$ cat src/rtl/pll_drp_pkg.sv
// Shared constants and types for the GW5A PLLA MD-port initiator.
package pll_drp_pkg;

  localparam int ADDR_W = 7;

  localparam logic [1:0] MD_NOP = 2'b00;
  localparam logic [1:0] MD_WR  = 2'b01;
  localparam logic [1:0] MD_RD  = 2'b10;

  typedef enum logic [2:0] {
    IDLE,
    SEEK,
    OP,
    RD_WAIT,
    LOCK_WAIT,
    DONE
  } state_e;

endpackage

$ cat src/rtl/md_phase_gen.sv
// Two-phase divider for the MD port: phase 0 (md_clk low) then phase 1 (md_clk high).
module md_phase_gen (
  input  logic clk,
  input  logic rst,
  input  logic run,
  output logic md_clk,
  output logic ph0,
  output logic ph1_end
);

  logic phase_q;
  logic phase_d;

  // Dropping run parks the divider in phase 0, so every burst starts with md_clk low.
  always_comb begin
    phase_d = run ? ~phase_q : 1'b0;
  end

  always_ff @(posedge clk) begin
    if (rst) begin
      phase_q <= 1'b0;
    end else begin
      phase_q <= phase_d;
    end
  end

  assign md_clk  = phase_q;
  assign ph0     = run & ~phase_q;
  assign ph1_end = run & phase_q;

endmodule

$ cat src/rtl/pll_drp_ctrl.sv
// MD-port initiator: seeks the PLL address pointer by increment, issues one read/write,
// captures MDRDO for reads and supervises LOCK after writes.
module pll_drp_ctrl
  import pll_drp_pkg::*;
#(
  parameter int LOCK_SETTLE  = 16,
  parameter int LOCK_TIMEOUT = 65535
) (
  input  logic              clk,
  input  logic              rst,
  input  logic              req_valid,
  output logic              req_ready,
  input  logic              req_write,
  input  logic [ADDR_W-1:0] req_addr,
  input  logic [7:0]        req_wdata,
  output logic              resp_valid,
  output logic [7:0]        resp_rdata,
  output logic              resp_err,
  output logic              md_clk,
  output logic [1:0]        md_opc,
  output logic              md_ainc,
  output logic [7:0]        md_wdi,
  input  logic [7:0]        md_rdo,
  input  logic              pll_lock
);

  // Request handshake: a request transfers on the rising clk edge where req_valid && req_ready;
  // req_ready is high only in IDLE outside reset, and resp_valid is a single-cycle pulse.

  localparam logic [31:0] SETTLE_LAST  = (LOCK_SETTLE > 0) ? 32'(LOCK_SETTLE - 1) : 32'd0;
  localparam logic [31:0] TIMEOUT_LAST = SETTLE_LAST + 32'(LOCK_TIMEOUT);

  state_e            state_q, state_d;
  logic [ADDR_W-1:0] ptr_q, ptr_d;
  logic [ADDR_W-1:0] addr_q, addr_d;
  logic              wr_q, wr_d;
  logic [7:0]        wdata_q, wdata_d;
  logic [7:0]        rdata_q, rdata_d;
  logic              err_q, err_d;
  logic [31:0]       cnt_q, cnt_d;
  logic [1:0]        lock_sync_q, lock_sync_d;

  logic run;
  logic ph_clk;
  logic ph0;
  logic ph1_end;

  assign run = (state_q == SEEK) || (state_q == OP) || (state_q == RD_WAIT);

  md_phase_gen u_phase (
    .clk     (clk),
    .rst     (rst),
    .run     (run),
    .md_clk  (ph_clk),
    .ph0     (ph0),
    .ph1_end (ph1_end)
  );

  always_comb begin
    state_d     = state_q;
    ptr_d       = ptr_q;
    addr_d      = addr_q;
    wr_d        = wr_q;
    wdata_d     = wdata_q;
    rdata_d     = rdata_q;
    err_d       = err_q;
    cnt_d       = '0;
    lock_sync_d = {lock_sync_q[0], pll_lock};

    case (state_q)
      IDLE: begin
        if (req_valid) begin
          wr_d    = req_write;
          addr_d  = req_addr;
          wdata_d = req_wdata;
          state_d = (req_addr != ptr_q) ? SEEK : OP;
        end
      end
      SEEK: begin
        // The shadow pointer steps as each increment cycle is launched, so by phase 1
        // it already shows where the PLL pointer lands after this md_clk rise.
        if (ph0) begin
          ptr_d = ptr_q + 7'd1;
        end
        if (ph1_end && (ptr_q == addr_q)) begin
          state_d = OP;
        end
      end
      OP: begin
        if (ph1_end) begin
          state_d = wr_q ? LOCK_WAIT : RD_WAIT;
        end
      end
      RD_WAIT: begin
        if (ph1_end) begin
          rdata_d = md_rdo;
          state_d = DONE;
        end
      end
      LOCK_WAIT: begin
        cnt_d = cnt_q + 32'd1;
        if (cnt_q >= SETTLE_LAST) begin
          if (lock_sync_q[1]) begin
            state_d = DONE;
          end else if (cnt_q == TIMEOUT_LAST) begin
            err_d   = 1'b1;
            state_d = DONE;
          end
        end
      end
      DONE: begin
        err_d   = 1'b0;
        state_d = IDLE;
      end
      default: begin
        state_d = IDLE;
      end
    endcase
  end

  always_ff @(posedge clk) begin
    if (rst) begin
      state_q     <= IDLE;
      ptr_q       <= '0;
      addr_q      <= '0;
      wr_q        <= 1'b0;
      wdata_q     <= '0;
      rdata_q     <= '0;
      err_q       <= 1'b0;
      cnt_q       <= '0;
      lock_sync_q <= '0;
    end else begin
      state_q     <= state_d;
      ptr_q       <= ptr_d;
      addr_q      <= addr_d;
      wr_q        <= wr_d;
      wdata_q     <= wdata_d;
      rdata_q     <= rdata_d;
      err_q       <= err_d;
      cnt_q       <= cnt_d;
      lock_sync_q <= lock_sync_d;
    end
  end

  assign req_ready  = (state_q == IDLE) && !rst;
  assign resp_valid = (state_q == DONE);
  assign resp_err   = (state_q == DONE) && err_q;
  assign resp_rdata = rdata_q;

  // RD_WAIT keeps the divider running for timing but presents no md_clk edge to the PLL.
  assign md_clk  = ph_clk && ((state_q == SEEK) || (state_q == OP));
  assign md_ainc = (state_q == SEEK);
  assign md_opc  = (state_q == OP) ? (wr_q ? MD_WR : MD_RD) : MD_NOP;
  assign md_wdi  = ((state_q == OP) && wr_q) ? wdata_q : 8'h00;

endmodule
$ cat config.mk
export PLATFORM = sky130hd
export DESIGN_NAME = pll_drp_ctrl
export DESIGN_NICKNAME = d
export VERILOG_FILES = /design/src/rtl/pll_drp_pkg.sv /design/src/rtl/md_phase_gen.sv /design/src/rtl/pll_drp_ctrl.sv
export SDC_FILE = /design/constraint.sdc
export NUM_CORES = 1
export LEC_CHECK = 0
export BUFFER_PORTS_ARGS = -buffer_cell sky130_fd_sc_hd__buf_2
export CAP_MARGIN = 20
export CORE_AREA = 2 2 80 82
export CTS_CLUSTER_DIAMETER = 80
export DETAILED_ROUTE_END_ITERATION = 8
export DIE_AREA = 0 0 82 84
export PLACE_DENSITY = 0.8
export SETUP_SLACK_MARGIN = 0.15
export SLEW_MARGIN = 5
export SYNTH_ARGS = -nofsm -noshare
export SYNTH_HDL_FRONTEND = slang
export SYNTH_SLANG_ARGS = --single-unit
$ cat constraint.sdc
create_clock -name clk -period 3.8 [get_ports clk]
set_input_delay 0.76 -clock clk [delete_from_list [all_inputs] [get_ports clk]]
set_output_delay 0.76 -clock clk [all_outputs]
set_load 0.05 [all_outputs]
# After elaboration in Yosys (flattened, before gate mapping)
# Cells that the tools add are included.
[word_totals]
reg_bits = 70
in_bits = 28
out_inout_bits = 23
word_cells = 68
[op_classes]
add_sub_neg = 2
magnitude_cmp = 1
n_eq_ne = 16
muxes = 17
bitwise = 5
reduce_logical = 17
[ops]
columns = ["operator", "n"]
rows = [
  ["32-bit by 1-bit adder with 32-bit output, second input constant", 1],
  ["32-bit by 17-bit equality test with 1-bit output, second input constant", 1],
  ["32-bit by 4-bit >= comparator with 1-bit output, second input constant", 1],
  ["3-bit 2-to-1 mux", 8],
  ["3-bit case mux with 5 select lines", 1],
  ["2-bit != test, second input constant", 6],
  ["8-bit 2-to-1 mux", 1],
  ["7-bit by 1-bit adder with 7-bit output, second input constant", 1],
  ["7-bit equality test", 1],
  ["7-bit != test", 1],
  ["3-bit by 2-bit equality test with 1-bit output, second input constant", 2],
  ["3-bit equality test, second input constant", 2],
  ["2-bit 2-to-1 mux", 3],
  ["2-bit AND reduction", 3],
  ["6-bit AND reduction", 1],
  ["1-bit logical AND", 5],
  ["4-bit AND reduction", 1],
  ["2-bit OR reduction", 2],
  ["3-bit by 1-bit equality test with 1-bit output, second input constant", 1],
  ["3-bit zero test", 1],
  ["1-bit 2-to-1 mux", 3],
  ["3-bit != test, second input constant", 1],
  ["1-bit NOT", 3],
  ["1-bit bitwise AND", 2],
  ["other kinds (5)", 6],
]

# Depth between registers and ports, before layout
[logic_depth]
word_depth = 7
depth_mapped = 7
ltp_nobuf = 7

# Hierarchy
# Synthesis repeated with hierarchy kept, for this count alone.
[unflattened]
hier_cells = 390
hier_area_um2 = 3241.9
[modules_own_cells]
columns = ["module", "n_inst", "cells_each", "area_per_inst_um2", "seq_area_each_um2"]
rows = [
  ["pll_drp_ctrl", 1, 386, 3195.6, 1381.3],
  ["md_phase_gen", 1, 4, 46.3, 20.0],
]

# Least setup slack after synthesis
# Ideal clock, no wire load.
[synth_timing]
path_kind = "input port to output port"
from = "in rst"
to = "out req_ready"
t_arrival_ps = 2397
required_time_ps = 3040
path_slack_ps = 643
cell_stages = 2
n_path_buf = 1
cell_sequence = "clkbuf_1 > nor4_1"
[synth_between]
elab_chain_len = 2
[synth_rtl]
columns = ["item", "line_no", "source"]
rows = [
  ["start: declaration", "pll_drp_ctrl.sv:10", "input logic rst,"],
  ["1-bit zero test", "pll_drp_ctrl.sv:145", "assign req_ready = (state_q == IDLE) && !rst;"],
  ["1-bit logical AND", "pll_drp_ctrl.sv:145", ""],
  ["end: declaration", "pll_drp_ctrl.sv:12", "output logic req_ready,"],
]
# Every way passes these cells.

# Final worst setup path
[layout_timing]
from = "reg state_q[1]"
to = "out md_wdi[3]"
[layout_between]
elab_chain_len = 3
[layout_rtl]
columns = ["item", "line_no", "source"]
rows = [
  ["start: declaration", "pll_drp_ctrl.sv:33", "state_e state_q, state_d;"],
  ["start signal: assignment", "pll_drp_ctrl.sv:133", "state_q <= state_d;"],
  ["3-bit by 2-bit equality test with 1-bit output", "pll_drp_ctrl.sv:154", "assign md_wdi = ((state_q == OP) && wr_q) ? wdata_q : 8'h00;"],
  ["1-bit logical AND", "pll_drp_ctrl.sv:154", ""],
  ["8-bit 2-to-1 mux", "pll_drp_ctrl.sv:154", ""],
  ["end: declaration", "pll_drp_ctrl.sv:22", "output logic [7:0] md_wdi,"],
]
# Every way passes these cells.

==> qor.yml <==
antenna_cells_inserted: 0
grt_antenna_before_repair: 0
detailedPlace.worstSlack_ns: 1.36
timing.setup.critical_path_class: "flop to output port"
peakVddDrop_mv: 0.351
number_of_instances_in_the_synthesized_netlist: 386
cp.depth: 4
die_w_um: 82
final-max-slew-violation-count: 0
dieArea_um2: 6890
setup_ws_final_ns: 1.18
worstMarginPinSlew_ns: 0.709
clock_sinks: 70
timing.clock.skew_ns: 0.0112
root_buffer: "sky130_fd_sc_hd__clkbuf_8"
tritoncts: "built"
slew-limit-headroom_pct: 52.7
worst_skew_pair.late_latency_ns: 0.35
setup_total_negative_slack_ns: 0
gpl.final_weighted_congestion: 0.765
ctsHoldBuffers: 0
depth_of_the_worst_register_to_register_path: 6
maxClockFrequency_mhz: 382
max_stage_delay_ns: 0.58
average_wire_length_per_cell_after_detail_routing_um: 12.4
ys_seq_area_share_pct: 44.2
ys_dominant_reg_cell: "sky130_fd_sc_hd__dfxtp_1"
num_rows: 29
drc: 0
grt_use_total_pct: 19.9
crit_chain: "nand2b_1, nor2_1, and2_1, buf_2"
critical_path.reg2reg.endpoint: "state_q[1]"
finish.net_count: 465
startpoint_type: "flop"
critical_path.n_buffers_inverters: 1
cts.htree.levels: 3
start_util_pct: 52.0
critPathMaxFanout: 12
cellPowerDensity_nw_per_um2: 537
maximum_number_of_pins_on_one_net_before_global_route_repair: 40
cts.clk_slew.worst_paths_ns: 0.07
final_area_um2: 3720
drive_above_1_share_pct: 17.3
synthesis.area_per_instance_um2: 8.22
ant_nets: 0
critical-path-top-delay-family: "simple AND/OR/NAND/NOR gates"
postSynthRegisterBits: 70
wire_length_of_the_first_global_routing_pass_mm: 10.7
hold_viol: 0
die-height_um: 84
cts_buffers: 9
cts_setup_buffers: 0
synth_enable_flop_cells: 0
viasPerCell: 5.30
detailed_placer_s_ending_hpwl_mm: 4.52
hp-class: "flop to flop"
postRouteWirelength_mm: 6.41
routed-via-count: 2737
area_growth_syn_to_layout_pct: 17.3
endpoint_of_the_worst_hold_path: "resp_rdata[0]"
outcome: "completed"
mappedNetlistNets: 417
place.port_buffers: 50
cap_violations: 0
timing.rr.start: "cnt_q[28]"
cts_max_path_buffers: 2
min_path_cells: 2
top_level_ports: 51
overflow: 0
first_global_vias: 2475
asyncSetResetFlopFracSynth_pct: 0
leakage_nw: 1.41
netlist_area_um2: 3170
detailed_place.area_um2: 3480
coreArea_um2: 6100
critical_path_required_ns: 3.04
fin_total_pwr_mw: 2.00
endpoint_kind: "output port"
cp.arrival_ns: 1.86
setup_violations: 0
drt_first_pass_iters: 4
slowest_stage: "sky130_fd_sc_hd__dfxtp_1"
setup_repair_after_global_routing_missed_its_margin: "no"
drt_iter0_markers: 150
synth_cell_type_count: 37
finalCriticalPeriod_ns: 2.62
yosysWarningCount: 0
worstHoldStart: "resp_rdata[0]"
cts_repair_resize_count: 0
finalCritPeriodShare_pct: 68.9
rrSetupSlack_ns: 1.78
[metal layers]
metal  vias to the layer above  GRT usage, %  share of wire [%]
li1                       1399             -                  -
met5                         -             0                  0
met2                        49          31.3                 48
met4                         0          7.27                1.4
met3                        10          6.49                3.9
met1                      1279          25.1                 47
[logic make-up after synthesis]
family	synth area share, %
simple gates	30.8
flops	44.2
compound gates	8.52
xor+xnor	11.9
buf+inv	2.84
fa+ha+maj	1.18
mux	0.631
[cell usage after synthesis, types with 3 or more instances]
cell	number	share of area (%)
sky130_fd_sc_hd__clkbuf_1	14	1.7
sky130_fd_sc_hd__and4_1	3	0.83
sky130_fd_sc_hd__o21ai_0	12	1.9
sky130_fd_sc_hd__or3_1	9	1.8
sky130_fd_sc_hd__and3_1	6	1.2
sky130_fd_sc_hd__a21oi_1	34	5.4
sky130_fd_sc_hd__xnor2_1	26	7.2
sky130_fd_sc_hd__nor2_1	42	5.0
sky130_fd_sc_hd__nand4_1	13	2.6
sky130_fd_sc_hd__nor2b_1	4	0.79
sky130_fd_sc_hd__nand3_1	12	1.9
sky130_fd_sc_hd__inv_1	9	1.1
sky130_fd_sc_hd__nor4_1	10	2.0
sky130_fd_sc_hd__ha_1	3	1.2
sky130_fd_sc_hd__and2_1	9	1.8
sky130_fd_sc_hd__nand2_1	67	7.9
sky130_fd_sc_hd__xor2_1	17	4.7
sky130_fd_sc_hd__nor3_1	6	0.95
sky130_fd_sc_hd__dfxtp_1	70	44
[flip-flops by register name (all words and copies together) (netlist names), 2 cells and up]
signal,flops
wdata_q,8
addr_q,7
state_q,3
lock_sync_q,2
cnt_q,32
resp_rdata,8
ptr_q,7
[how the worst max path moves through the flow]
stage | from | to
after floorplan | rst | req_ready
after global placement | rst | req_ready
after detailed placement | rst | req_ready
after CTS | state_q[1] | md_wdi[3]
after global routing | state_q[1] | md_wdi[7]
final | state_q[1] | md_wdi[3]
[cell usage in the layout (no fill, tap or decap), types with 4 or more instances in the layout]
cell                       instances
sky130_fd_sc_hd__nand3_1          12
sky130_fd_sc_hd__clkbuf_8         12
sky130_fd_sc_hd__nor2_1           42
sky130_fd_sc_hd__nand4_1          13
sky130_fd_sc_hd__dfxtp_1          70
sky130_fd_sc_hd__o21ai_0          12
sky130_fd_sc_hd__nor2b_1           4
sky130_fd_sc_hd__or3_1             9
sky130_fd_sc_hd__and2_1            9
sky130_fd_sc_hd__and3_1            6
sky130_fd_sc_hd__a21oi_1          34
sky130_fd_sc_hd__nor4_1           10
sky130_fd_sc_hd__xor2_1           17
sky130_fd_sc_hd__buf_2            50
sky130_fd_sc_hd__xnor2_1          26
sky130_fd_sc_hd__nor3_1            6
sky130_fd_sc_hd__nand2_1          67
sky130_fd_sc_hd__inv_1             9
[worst min-delay path: cells and delay by family, from the launching register on]
kind               cells  cell delay [ns]
DFF                    1             0.31
and+or+nand+nor        1             0.05
AOI/OAI and AO/OA      1             0.05
[power by group]
| group | leakage [nW] | internal, mW | total [mW] | switching [mW] |
|---|---|---|---|---|
| Combinational | 0.719 | 0.161 | 0.424 | 0.263 |
| Clock | 0.123 | 0.426 | 0.703 | 0.277 |
| Sequential | 0.567 | 0.792 | 0.869 | 0.0777 |
| Total | 1.41 | 1.38 | 2.00 | 0.617 |
[layout make-up]
| cell class | count | area [um2] |
|---|---|---|
| clock buffer | 12 | 165 |
| timing repair buffer | 52 | 265 |
| multi-input combinational | 292 | 1680 |
| fill | 524 | 2380 |
| tap | 77 | 96.3 |
| inverter | 9 | 33.8 |
| sequential | 70 | 1400 |
| clock inverter | 4 | 77.6 |
[per-stage QoR]
| stage | std cells | utilization, % | hold WS, ns |
|---|---|---|---|
| 3_5_place_dp | 500 | 57.0 | 0.435 |
| 6_report | 516 | 61.0 | 0.452 |
| 4_1_cts | 516 | 61.0 | 0.457 |
| 5_1_grt | 516 | 61.0 | 0.475 |
| 3_3_place_gp | 500 | 57.0 | 0.427 |
| 2_1_floorplan | 386 | - | 0.414 |
Note: power is estimated with default switching activity, not from simulation.
